[src/rtl/isp_pkg.sv]
// Shared types for the intersection phase scheduler.
//   phase_e : scheduler state encoding, also exported on the phase port
//   dir_e   : road that receives the next green after an all-red
//   max_of5 : largest of five durations, used to size the phase timer
package isp_pkg;

    typedef enum logic [3:0] {
        ALL_RED   = 4'd0,
        NS_GREEN  = 4'd1,
        NS_YELLOW = 4'd2,
        EW_GREEN  = 4'd3,
        EW_YELLOW = 4'd4,
        PED_WALK  = 4'd5,
        EMERG     = 4'd6
    } phase_e;

    typedef enum logic {
        NS = 1'b0,
        EW = 1'b1
    } dir_e;

    function automatic int max_of5(input int a, input int b, input int c,
                                   input int d, input int e);
        int m;
        m = a;
        if (b > m) m = b;
        if (c > m) m = c;
        if (d > m) m = d;
        if (e > m) m = e;
        return m;
    endfunction

endpackage

[src/rtl/phase_timer.sv]
// Phase timer: loadable down-counter with an expire flag, plus an up-counter
// of cycles spent in the current phase.
//   clk, rst_n   : clock, asynchronous active-low reset
//   load         : restart both counters for a new phase
//   load_value   : duration of the new phase in cycles
//   expired      : high during the last cycle of a timed phase
//   elapsed      : 1 in the first cycle of a phase, saturates at all-ones
module phase_timer #(
    parameter int               WIDTH       = 5,
    parameter logic [WIDTH-1:0] RESET_VALUE = '0
) (
    input  logic             clk,
    input  logic             rst_n,
    input  logic             load,
    input  logic [WIDTH-1:0] load_value,
    output logic             expired,
    output logic [WIDTH-1:0] elapsed
);

    logic [WIDTH-1:0] remaining;

    // A phase of N cycles starts at N and expires when one cycle is left,
    // so the transition lands exactly after N cycles.
    always_ff @(posedge clk or negedge rst_n) begin
        if (!rst_n) begin
            remaining <= RESET_VALUE;
            elapsed   <= WIDTH'(1);
        end else if (load) begin
            remaining <= load_value;
            elapsed   <= WIDTH'(1);
        end else begin
            if (remaining != '0) remaining <= remaining - 1'b1;
            if (elapsed != '1)   elapsed   <= elapsed + 1'b1;
        end
    end

    assign expired = (remaining <= WIDTH'(1));

endmodule

[src/rtl/intersection_phase_scheduler.sv]
// Intersection phase scheduler: Moore FSM sequencing NS (main) and EW (side)
// greens, a shared pedestrian walk phase and emergency pre-emption.
//   clk, rst_n                      : clock, asynchronous active-low reset
//   ns_car, ew_car                  : vehicle presence, level
//   ped_request                     : pedestrian button, latched into ped_pending
//   emergency                       : pre-emption request, level
//   ns_red/ns_yellow/ns_green       : NS lamps
//   ew_red/ew_yellow/ew_green       : EW lamps
//   ped_walk, ped_dont_walk         : pedestrian signals
//   phase                           : current state encoding
//   ped_pending                     : latched pedestrian request
module intersection_phase_scheduler
    import isp_pkg::*;
#(
    parameter int GREEN_MIN    = 8,
    parameter int GREEN_MAX    = 20,
    parameter int YELLOW_TIME  = 3,
    parameter int ALL_RED_TIME = 2,
    parameter int WALK_TIME    = 6
) (
    input  logic       clk,
    input  logic       rst_n,
    input  logic       ns_car,
    input  logic       ew_car,
    input  logic       ped_request,
    input  logic       emergency,
    output logic       ns_red,
    output logic       ns_yellow,
    output logic       ns_green,
    output logic       ew_red,
    output logic       ew_yellow,
    output logic       ew_green,
    output logic       ped_walk,
    output logic       ped_dont_walk,
    output logic [3:0] phase,
    output logic       ped_pending
);

    localparam int TW = $clog2(max_of5(GREEN_MIN, GREEN_MAX, YELLOW_TIME,
                                       ALL_RED_TIME, WALK_TIME) + 1);

    localparam logic [TW-1:0] T_GREEN_MIN = TW'(GREEN_MIN);
    localparam logic [TW-1:0] T_GREEN_MAX = TW'(GREEN_MAX);
    localparam logic [TW-1:0] T_YELLOW    = TW'(YELLOW_TIME);
    localparam logic [TW-1:0] T_ALL_RED   = TW'(ALL_RED_TIME);
    localparam logic [TW-1:0] T_WALK      = TW'(WALK_TIME);

    phase_e          state, state_next;
    dir_e            next_dir;
    logic            to_ew, to_ns;
    logic            timer_load;
    logic [TW-1:0]   timer_value;
    logic            timer_expired;
    logic [TW-1:0]   elapsed;

    // NS is the rest road and holds green without a call, so its presence
    // sensor never changes the sequence.
    logic unused_ns_car;
    assign unused_ns_car = ns_car;

    phase_timer #(
        .WIDTH       (TW),
        .RESET_VALUE (T_ALL_RED)
    ) u_timer (
        .clk        (clk),
        .rst_n      (rst_n),
        .load       (timer_load),
        .load_value (timer_value),
        .expired    (timer_expired),
        .elapsed    (elapsed)
    );

    always_ff @(posedge clk or negedge rst_n) begin
        if (!rst_n) begin
            state <= ALL_RED;
        end else begin
            state <= state_next;
        end
    end

    // Emergency overrides demand and timers, but a yellow always runs to
    // completion. A green cut short by emergency does not hand the next
    // green to the other road, so the interrupted road is served again.
    always_comb begin
        state_next = state;
        to_ew      = 1'b0;
        to_ns      = 1'b0;
        unique case (state)
            ALL_RED: begin
                if (emergency)          state_next = EMERG;
                else if (timer_expired) begin
                    if (ped_pending)         state_next = PED_WALK;
                    else if (next_dir == NS) state_next = NS_GREEN;
                    else                     state_next = EW_GREEN;
                end
            end
            NS_GREEN: begin
                if (emergency) begin
                    state_next = NS_YELLOW;
                end else if ((ew_car || ped_pending) &&
                             (elapsed >= T_GREEN_MIN || elapsed >= T_GREEN_MAX)) begin
                    state_next = NS_YELLOW;
                    to_ew      = 1'b1;
                end
            end
            EW_GREEN: begin
                if (emergency) begin
                    state_next = EW_YELLOW;
                end else if (elapsed >= T_GREEN_MAX ||
                             (elapsed >= T_GREEN_MIN && !ew_car)) begin
                    state_next = EW_YELLOW;
                    to_ns      = 1'b1;
                end
            end
            NS_YELLOW, EW_YELLOW: begin
                if (timer_expired) state_next = emergency ? EMERG : ALL_RED;
            end
            PED_WALK: begin
                if (emergency)          state_next = EMERG;
                else if (timer_expired) state_next = ALL_RED;
            end
            EMERG: begin
                if (!emergency) state_next = ALL_RED;
            end
            default: state_next = ALL_RED;
        endcase
    end

    // The timer restarts on every state change with the new state's duration;
    // greens and EMERG time themselves from elapsed or the emergency level.
    always_comb begin
        timer_load  = (state_next != state);
        timer_value = '0;
        unique case (state_next)
            ALL_RED:              timer_value = T_ALL_RED;
            NS_YELLOW, EW_YELLOW: timer_value = T_YELLOW;
            PED_WALK:             timer_value = T_WALK;
            default:              timer_value = '0;
        endcase
    end

    always_ff @(posedge clk or negedge rst_n) begin
        if (!rst_n) begin
            next_dir <= NS;
        end else if (to_ew) begin
            next_dir <= EW;
        end else if (to_ns) begin
            next_dir <= NS;
        end
    end

    // Entering the walk serves the request, which takes precedence over a
    // button press sampled on that same edge; presses during the walk are
    // dropped.
    always_ff @(posedge clk or negedge rst_n) begin
        if (!rst_n) begin
            ped_pending <= 1'b0;
        end else if (state_next == PED_WALK && state != PED_WALK) begin
            ped_pending <= 1'b0;
        end else if (ped_request && state != PED_WALK) begin
            ped_pending <= 1'b1;
        end
    end

    always_comb begin
        ns_red    = 1'b1;
        ns_yellow = 1'b0;
        ns_green  = 1'b0;
        ew_red    = 1'b1;
        ew_yellow = 1'b0;
        ew_green  = 1'b0;
        ped_walk  = 1'b0;
        unique case (state)
            NS_GREEN:  begin ns_red = 1'b0; ns_green  = 1'b1; end
            NS_YELLOW: begin ns_red = 1'b0; ns_yellow = 1'b1; end
            EW_GREEN:  begin ew_red = 1'b0; ew_green  = 1'b1; end
            EW_YELLOW: begin ew_red = 1'b0; ew_yellow = 1'b1; end
            PED_WALK:  ped_walk = 1'b1;
            default:   ;
        endcase
        ped_dont_walk = ~ped_walk;
    end

    assign phase = state;

endmodule

[config.mk]
export PLATFORM = sky130hd
export DESIGN_NAME = intersection_phase_scheduler
export DESIGN_NICKNAME = d
export VERILOG_FILES = /design/src/rtl/isp_pkg.sv /design/src/rtl/phase_timer.sv /design/src/rtl/intersection_phase_scheduler.sv
export SDC_FILE = /design/constraint.sdc
export NUM_CORES = 1
export LEC_CHECK = 0
export CORE_UTILIZATION = 55
export DETAILED_ROUTE_END_ITERATION = 8
export DONT_BUFFER_PORTS = 1
export GPL_TIMING_DRIVEN = 0
export PLACE_DENSITY_LB_ADDON = 0.2
export SYNTH_ARGS = -nofsm -noshare
export SYNTH_HDL_FRONTEND = slang
export SYNTH_SLANG_ARGS = --single-unit
[constraint.sdc]
create_clock -name clk -period 5 [get_ports clk]
set_clock_uncertainty 0.15 [all_clocks]
set_input_delay 1.5 -clock clk [delete_from_list [all_inputs] [get_ports clk]]
set_output_delay 1.5 -clock clk [all_outputs]
set_load 0.03 [all_outputs]
# Word-level counts from Yosys, hierarchy flattened
# Cells that the tools add are included.
# W data, S select, Z words.
# word_totals
regBits	16
in_bits	6
output_inout_bits	13
# classes
n_reduce_logical	19
order_cmp	3
addsub	2
muxes	36
n_bitwise	1
eq_ne	12
# ops
cell	count
$mux W4	10
$pmux W4 S6	1
$eq A4 B3 Y1 const B	5
$mux W5	4
$mux W1	17
$eq A4 B2 Y1 const B	3
$pmux W3 S3	1
$logic_not A4 Y1	2
$reduce_bool A2 Y1	4
$reduce_or A2 Y1	4
$mux W3	2
$add A5 B1 Y5 const B	1
$ge A5 B4 Y1 const B	1
$ge A5 B5 Y1 const B	1
$le A5 B1 Y1 const B	1
$ne A5 B5 Y1 const B	1
$reduce_bool A5 Y1	1
$sub A5 B1 Y5 const B	1
$eq A4 B1 Y1 const B	1
$logic_and A1 B1 Y1	4
$ne A4 B3 Y1 const B	1
$ne A4 B4 Y1	1
$logic_or A1 B1 Y1	3
$mux W2	1
other kinds (2)	2

# Longest topological paths before layout
# depth
word_depth	10
mapped_depth	11
depth_no_buf	9

# Hierarchy
# Synthesis repeated with hierarchy kept, for this count alone.
# unflattened
cells_unflattened	133
hier_area_um2	1291.2
# modules_own_cells
module	cells_each	n_inst	area_per_inst_um2
intersection_phase_scheduler	84	1	749.5
phase_timer	49	1	541.8

# Least setup slack after synthesis
# Ideal clock, no wire load.
# synth_timing
path_type	flip-flop to output port
startpoint	register state[2] (netlist: phase[2])
endpoint	output ew_red
path_buffers	1
path_stages_with_launch	5
path_slack_ps	1293
t_arrival_ps	2057
path_cell_list	dfrtp_1 > buf_2 > nand2b_1 > nor3_1 > nor2_1
# synth_via
elab_chain_cells	3
elab_cells_between_ends	4
# synth_rtl
element	line_no	source
start: declaration	intersection_phase_scheduler.sv:48	phase_e state, state_next;
start signal: assignment	intersection_phase_scheduler.sv:77	state <= state_next;
$eq A4 B3 Y1 / $eq A4 B2 Y1 (equally long branches)	intersection_phase_scheduler.sv:173	unique case (state)
$reduce_or A2 Y1 (no line) (*)	-	
$mux W1 (*)	intersection_phase_scheduler.sv:173	
end: declaration	intersection_phase_scheduler.sv:30	output logic ew_red,
# Every way passes the cells marked *; elsewhere a longest branch is shown, timed or not.

# Worst setup path after layout
# Same ends and word-level chain as after synthesis.

==> reports/qor.yml <==
finish:
  fin_nets: 151
  final_cell_count_no_fill: 165
  nFillCells: 184
  drive_gt1_frac: 0.174
  area_delta_synth_final_pct: 5.74
  multi_input_area_um2: 728
  seqCellArea_um2: 403
  design_area_um2: 1290
  final_core_utilization: 0.639
  n_antenna_cell: 0
clock_network:
  clkLatencyLatePin_ps: 290
  cts_setup_buffers: 0
  cts_hold_buf: 0
  cts_max_path_buffers: 2
  path_clk_slew_ps: 90
  cts_tree: "built"
  h-tree-depth: 1
  clock-root-buffer: "clkbuf_4"
  cts_resized: 0
  cts_inserted_buffers: 3
  clkSinkCount: 16
floorplan:
  coreArea_um2: 2020
  initial_core_util: 0.604
  die_w_um: 49.1
  dieHeight_um: 49.1
  rows: 16
  pin_count: 19
  die_area_um2: 2410
power_and_ir_drop:
  p_per_area_nw_per_um2: 438
  total_power_mw: 0.565
  p_leak_nw: 0.559
  ir_drop_mv: 0.289
hold_path:
  hp-class: "register to register"
detailed_routing:
  drtIter0Drc: 11
  wirelength_mm: 2.30
  dr_total_vias: 938
  dr.pass1.iters: 4
  ant_nets: 0
  drc: 0
  viasPerCell: 5.68
  detail_route.wl_per_cell_um: 13.9
yosys:
  synth_compound_area_frac: 0.174
  yosys.area_share.simple: 0.231
  ys_warn_count: 0
  synthMuxAreaShare: 0.0840
  netlist_instances: 134
  yosys.area_share.adder: 0.0615
  syn_avg_cell_area_um2: 9.11
  yosysUniqueCellTypes: 45
  synth_nets: 146
  ys.flop_type: "dfrtp_1"
  synth_edf_count: 0
  synth_top_area_share: 0.287
  syn_area_um2: 1220
  synth_largest_area_cell: "dfrtp_1"
  synth_top_family_by_area: "simple AND/OR/NAND/NOR gates"
  synth_xor_area_frac: 0.0430
  ys_seq_area_frac: 0.330
  synthTopCellsByArea: "dfrtp_1 29%, ha_1 6.1%, dfstp_2 4.3%"
  synthArstFlopShare: 1.00
  yosys-top-cells-count: "14 x dfrtp_1, 14 x nor2_1, 11 x nand2_1, 10 x inv_1, 7 x o21ai_0"
  ys_ff_latch: 16
setup_path:
  cp_max_fo: 9
  worstPathRequired_ps: 3350
  start_kind: "register"
  critPathArrivalTime_ps: 2520
  worstSetupPathType: "register to output port"
  setup.worst_path.end_class: "output port"
placement:
  post_dp_cell_area_um2: 1250
  dp_hpwl_mm: 1.78
  numPortBuffers: 0
  place_ws_ps: 1160
  gp_congestion: 0.808
  dpl.cell_count: 161
timing:
  tightestPinTransition_ps: 1110
  rsz0062_at_grt: "no"
  setup_viol: 0
  fin_ws_ps: 833
  tns_ps: 0
  maxSlewViolCount: 0
  relSlewSlack: 0.254
  max_freq_ghz: 0.240
  worst_hold_slack_ps: 373
  post-route-period-util: 0.833
  hold_viol: 0
  fin_crit_ps: 4170
flow_run:
  cap_violations: 0
global_route:
  grt_pass1_vias: 922
  grt.total_usage: 0.214
  grt_antenna_before_repair: 0
  grt_max_degree: 17
  grt-ovfl-total: 0
  grt_pass1_wl_mm: 3.97
outcome:
  status: "completed"
-- layout by cell type, fill, tap and decap left out, drive strengths merged, types with 3 or more instances in the layout --
cell / n
inv: 10
clkbuf: 5
xor2: 3
dfrtp: 14
mux2i: 5
nor2: 14
nand2: 11
o21ai: 10
a21oi: 5
nor2b: 3
xnor2: 3
nand2b: 5
mux2: 4
ha: 6
nor3: 6
buf: 6
-- where the power goes --
part | switching, mW | total [mW] | leakage, nW | internal [mW]
logic | 0.153 | 0.280 | 0.334 | 0.127
clock network | 0.0400 | 0.0843 | 0.0210 | 0.0443
registers | 0.0411 | 0.201 | 0.204 | 0.160
-- kinds of logic (layout without fill, tap and decap cells) --
family,Yosys count,in the layout
AO/OA/AOI/OAI,28,28
XOR/XNOR,6,6
buffers and inverters,17,21
adder cells (fa/ha/maj),6,6
flip-flops,16,16
other,1,1
multiplexers,9,9
AND/OR/NAND/NOR,51,51
-- state kept, by name (all words and copies together) (netlist names) --
name and flops:
next_dir 1, ped_pending 1, phase 4, u_timer.elapsed 5
u_timer.remaining 5
-- path summary, 6_finish.rpt --
check                      startpoint                   end  slack [ps]  cells after the start
max in group asynchronous       rst_n    u_timer.elapsed[0]        3780                      0
min reg2reg                  next_dir              next_dir         370                      2
min                          next_dir              next_dir         370                      2
max reg2reg                  phase[2]  u_timer.remaining[2]        1470                      9
max                          phase[2]                ew_red         830                      4
min in group asynchronous       rst_n              phase[0]         740                      0
-- worst max-delay path: stages (launching register included) --
cell and delay, ps:
dfrtp_1 520, buf_2 300, nand2b_1 160, nor3_1 870, nor2_1 380
-- layout make-up --
type                       instances  area share
inverter                          10      0.0291
tap                               27      0.0262
buffer                             7      0.0407
clock buffer                       4      0.0281
multi-input combinational        101       0.564
sequential                        16       0.312
-- layer usage --
| metal | global-route usage | up-vias | wire, um |
|---|---|---|---|
| li1 | - | 469 | - |
| met1 | 0.273 | 449 | 1090 |
| met2 | 0.361 | 20 | 1120 |
| met3 | 0.0654 | 0 | 88 |
| met4 | 0.0294 | 0 | 0 |
| met5 | 0 | - | 0 |
Power figures use the tool's default switching activity.
